<file path="config.mk">
export PLATFORM = sky130hd
export DESIGN_NAME = fifo_wr_ctrl
export DESIGN_NICKNAME = d
export VERILOG_FILES = /design/src/rtl/fifo_wr_ctrl.sv
export SDC_FILE = /design/constraint.sdc
export NUM_CORES = 1
export LEC_CHECK = 0
export CAP_MARGIN = 25
export CORE_AREA = 2 2 41 43
export DETAILED_ROUTE_END_ITERATION = 12
export DIE_AREA = 0 0 43 45
export DONT_BUFFER_PORTS = 1
export PLACE_DENSITY_LB_ADDON = 0.08
export SLEW_MARGIN = 20
export SYNTH_ARGS = -nofsm -noshare
export SYNTH_HDL_FRONTEND = slang
export SYNTH_SLANG_ARGS = --single-unit
</file>
<file path="constraint.sdc">
create_clock -name wr_clk -period 3.6 [get_ports wr_clk]
set_input_delay 0.36 -clock wr_clk [delete_from_list [all_inputs] [get_ports wr_clk]]
set_output_delay 0.36 -clock wr_clk [all_outputs]
set_load 0.005 [all_outputs]
</file>
<file path="src/rtl/fifo_wr_ctrl.sv">
// Write-side FIFO controller: write pointer, RAM strobe/address, registered full/almost-full/level/overflow.
// Define FIFO_WR_GRAY_EN for dual-clock use (Gray wr_ptr, synchronised Gray rd_ptr); default is binary, same-clock.
module fifo_wr_ctrl #(
   parameter int unsigned ADDR_W      = 4,
   parameter int unsigned AFULL_TH    = 2,
   parameter int unsigned SYNC_STAGES = 2
) (
   input  logic              wr_clk,
   input  logic              wr_rst,
   input  logic              wr_en,
   input  logic              ov_clr,
   input  logic [ADDR_W:0]   rd_ptr,
   output logic              wr_ram_en,
   output logic [ADDR_W-1:0] wr_addr,
   output logic [ADDR_W:0]   wr_ptr,
   output logic              o_fifo_full,
   output logic              o_almost_full,
   output logic [ADDR_W:0]   o_level,
   output logic              o_overflow
);

   localparam int unsigned PTR_W = ADDR_W + 1;
   localparam logic [PTR_W-1:0] DEPTH     = PTR_W'(1 << ADDR_W);
   localparam logic [PTR_W-1:0] AFULL_LVL = PTR_W'((1 << ADDR_W) - AFULL_TH);

   logic [PTR_W-1:0] wbin_q, wbin_d;
   logic [PTR_W-1:0] wr_ptr_q, wr_ptr_d;
   logic [PTR_W-1:0] level_q, level_d;
   logic [PTR_W-1:0] rsync_bin;
   logic             full_q, full_d;
   logic             afull_q, afull_d;
   logic             ovf_q, ovf_d;
   logic             accept;

`ifdef FIFO_WR_GRAY_EN
   logic [PTR_W-1:0] sync_q [SYNC_STAGES];

   function automatic logic [PTR_W-1:0] gray2bin(input logic [PTR_W-1:0] g);
      logic [PTR_W-1:0] b;
      b[PTR_W-1] = g[PTR_W-1];
      for (int i = PTR_W - 2; i >= 0; i--) begin
         b[i] = b[i+1] ^ g[i];
      end
      return b;
   endfunction

   // NOTE: sequential state uses non-blocking assignments so every flop samples pre-edge values.
   always_ff @(posedge wr_clk or posedge wr_rst) begin
      if (wr_rst) begin
         for (int i = 0; i < SYNC_STAGES; i++) sync_q[i] <= '0;
      end else begin
         sync_q[0] <= rd_ptr;
         for (int i = 1; i < SYNC_STAGES; i++) sync_q[i] <= sync_q[i-1];
      end
   end

   assign rsync_bin = gray2bin(sync_q[SYNC_STAGES-1]);
   assign wr_ptr_d  = wbin_d ^ (wbin_d >> 1);
`else
   assign rsync_bin = rd_ptr;
   assign wr_ptr_d  = wbin_d;
`endif

   // Strobe is masked during reset so every output reads 0 while wr_rst is high.
   assign accept    = wr_en & ~full_q;
   assign wr_ram_en = accept & ~wr_rst;

   always_comb begin
      wbin_d  = wbin_q;
      if (accept) wbin_d = wbin_q + PTR_W'(1);
      // Status is derived from the post-accept pointer, so full is never late for the next write.
      level_d = wbin_d - rsync_bin;
      full_d  = (level_d == DEPTH);
      afull_d = (level_d >= AFULL_LVL);
      ovf_d   = (wr_en & full_q) | (ovf_q & ~ov_clr);
   end

   always_ff @(posedge wr_clk or posedge wr_rst) begin
      if (wr_rst) begin
         wbin_q   <= '0;
         wr_ptr_q <= '0;
         level_q  <= '0;
         full_q   <= 1'b0;
         afull_q  <= 1'b0;
         ovf_q    <= 1'b0;
      end else begin
         wbin_q   <= wbin_d;
         wr_ptr_q <= wr_ptr_d;
         level_q  <= level_d;
         full_q   <= full_d;
         afull_q  <= afull_d;
         ovf_q    <= ovf_d;
      end
   end

   assign wr_addr       = wbin_q[ADDR_W-1:0];
   assign wr_ptr        = wr_ptr_q;
   assign o_fifo_full   = full_q;
   assign o_almost_full = afull_q;
   assign o_level       = level_q;
   assign o_overflow    = ovf_q;

endmodule

</file>
==> summary.txt <==
STA
  • Finish-stage setup viols: 0
  • Setup TNS: 0 ns
  • Fmax: 404.3 MHz
  • RSZ-0062 raised after global routing: false
  • Final critical-path share of the clock period: 68.71%
  • Setup ws final: 1.126 ns
  • Slew HR: 66.66%
  • Final slew viol count: 0
  • Clock skew: 0.001604 ns
  • Minimum clock period: 2.474 ns
  • Final hold violations: 13
  • WHS: -0.002629 ns
  • Worst-margin pin slew: 0.4996 ns

Global routing
  • Met3 usage in global routing: 4.000%
  • Total Routing Usage GR: 14.46%
  • Met1 Usage GRT: 18.25%
  • Busiest grt layer: met2
  • First-pass GRT wire length: 1.918 mm
  • Total gr overflow: 0
  • Initial antenna violation count: 0
  • GRT met2 Usage: 20.30%
  • Vias in the first global route: 439
  • Largest net degree at the start of global routing: 15

CTS
  • Setup bufs post-CTS: 0
  • CTS Buffer Depth: 2
  • Post-cts resize count: 0
  • Root Buffer: clkbuf_4
  • CTS tree: done
  • Latest clock arrival within the worst-skew pair: 0.27 ns
  • H-tree Lvls: 1
  • TritonCTS buffer count: 3
  • Hold_buf cts: 0
  • Clk sinks: 13
  • CTS clk-pin slew, worst paths: 0.07 ns

Final layout
  • Layout net count: 79
  • Area grow syn2layout: 2.313%
  • Layout Utilization: 48.89%
  • Post-Layout Cell Count: 79
  • Design Area, Final: 719.4 um^2
  • Layout cells sized above 1: 11.11%
  • Diode count: 0

Worst hold path
  • Worst min-delay path class: in -> async

Die
  • Cell row count: 14
  • Die area: 1935 um^2
  • Top Ports: 27
  • Effective utilization at floorplan: 47.79%
  • Core area: 1471 um^2
  • Die height: 45 um
  • Chip width: 43 um

Yosys
  • Syn Std Cell Area: 703.2 um^2
  • Post-synthesis sequential area ratio: 46.26%
  • Mapped Cells: 63
  • Post-Syn Nets: 78
  • Synth Area per Inst: 11.16 um^2
  • Synth unique cells: 25
  • Synth warn: 0
  • Synthesized flop and latch total: 13

Routing
  • DRT iter0 DRCs: 0
  • WL final: 1.089 mm
  • Post-DR wirelength/cell: 13.78 um
  • DRT Pass-1 Iters: 1
  • Vias post-DR: 400
  • Drc violations: 0
  • Vias per std cell: 5.063
  • ANT nets after route: 0

Placement
  • Final Wtd Congestion: 0.7691
  • Port Buffers: 0
  • Detailed placer's ending HPWL: 867.6 um
  • Worst slack, placed: 1.123 ns
  • DP Cell Count: 75
  • Placed Instance Area: 693.2 um^2

Setup path
  • Worst r2r src: wr_ptr[0]
  • Reg-to-reg slack, setup: 1.13 ns
  • Crit path to: o_fifo_full
  • Worst path arrival time: 2.66 ns
  • CP Class: reg -> reg
  • Worst-path maximum fanout: 5
  • Startpoint Class: flop
  • End of the worst register-to-register path: o_fifo_full
  • CP endpoint kind: flop
  • R2r worst-path depth: 8
  • Critical Path Start: wr_ptr[0]
  • Critical Path RT: 3.79 ns

Status
  • Violated checks: negative hold slack
  • Status: finished, violations left

Pwr
  • Peak VDD IR: 0.4810 mV
  • Pwr Density: 1085 nW/um^2
  • Pleak: 0.3513 nW

Flow run
  • Max-Cap Viols: 0
sequential cells by signal, indices dropped and copies added, names as in the netlist:
signal and cells:
o_level 5, o_almost_full 1, o_overflow 1, wr_ptr 5, o_fifo_full 1
through the flow:
step / hold slack, ns / total power, mW
2_1_floorplan: 0.2420 / 0.6513
4_1_cts: 0.003774 / 0.7964
3_5_place_dp: 0.3068 / 0.7050
6_report: -0.002629 / 0.7809
3_3_place_gp: 0.2978 / 0.6993
5_1_grt: 0.03025 / 0.8758
cell type report:
class	count	area, um^2
fillers	156	752.0
multi-input cells	35	306.5
flip-flops and latches	13	325.3
inverters	11	41.29
clock buffers	4	26.28
well taps	16	20.02
placed cells by master, fill, tap and decap left out:
cell type   n
nand4_1     1
ha_1        5
xnor3_1     1
or2b_1      1
clkbuf_1    1
nand3_1     1
nand2_1     2
inv_1      11
and4_4      1
nor2b_4     1
nor3_1      1
xnor2_1     4
o21ai_0     2
nor2b_1     1
nor2_1      3
o41ai_1     1
xor2_1      2
and2_1      1
a21oi_1     1
a211oi_2    1
dfrtp_1    13
clkbuf_4    3
fa_1        1
mux2_2      1
or3_1       1
o21a_1      2
routing by layer:
layer | up-vias | routed length (um)
met5 | - | 0
li1 | 200 | -
met1 | 180 | 474
met3 | 4 | 82
met2 | 16 | 503
met4 | 0 | 29
kinds of logic after synthesis:
kind of cell | after synthesis | share of synthesized area, %
simple gates | 14 | 12.28
mux | 1 | 1.601
buf+inv | 15 | 10.14
xor+xnor | 7 | 10.68
compound gates | 7 | 7.294
fa+ha+maj | 6 | 11.74
flops | 13 | 46.26
power breakdown:
part / internal (mW) / leakage, nW / switching, mW
combinational: 0.188 / 0.180 / 0.210
sequential: 0.225 / 0.156 / 0.0716
clock: 0.0429 / 0.0150 / 0.0432
synth_stat cells (all sizes together):
| cell type | instances | area (um^2) |
|---|---|---|
| a211oi | 1 | 12.51 |
| a21oi | 1 | 5.000 |
| and2 | 1 | 6.260 |
| and4 | 1 | 11.26 |
| buf | 4 | 30.03 |
| dfrtp | 13 | 325.3 |
| fa | 1 | 20.02 |
| ha | 5 | 62.56 |
| inv | 11 | 41.29 |
| mux2 | 1 | 11.26 |
| nand2 | 2 | 7.510 |
| nand3 | 1 | 5.000 |
| nand4 | 1 | 6.260 |
| nor2 | 3 | 11.26 |
| nor2b | 2 | 20.02 |
| nor3 | 1 | 5.000 |
| o21a | 2 | 15.01 |
| o21ai | 2 | 10.01 |
| o41ai | 1 | 8.760 |
| or2b | 1 | 7.510 |
| or3 | 1 | 6.260 |
| xnor2 | 4 | 35.03 |
| xnor3 | 1 | 22.52 |
| xor2 | 2 | 17.52 |
how the worst min path moves through the flow:
stage / cells after the start / endpoint / startpoint
5_1_grt: 1 / o_fifo_full / wr_rst
3_5_place_dp: 1 / o_overflow / wr_rst
4_1_cts: 1 / o_fifo_full / wr_rst
2_1_floorplan: 1 / o_almost_full / wr_rst
6_report: 1 / wr_ptr[0] / wr_rst
3_3_place_gp: 1 / o_overflow / wr_rst
worst max-delay path: stages, from the launching register on:
cell and delay [ns]:
dfrtp_1 0.45, ha_1 0.30, mux2_2 0.17, inv_1 0.06, fa_1 0.41, or2b_1 0.24, a21oi_1 0.14, xnor3_1 0.46
a211oi_2 0.16
(Power assumes the default switching activity.)
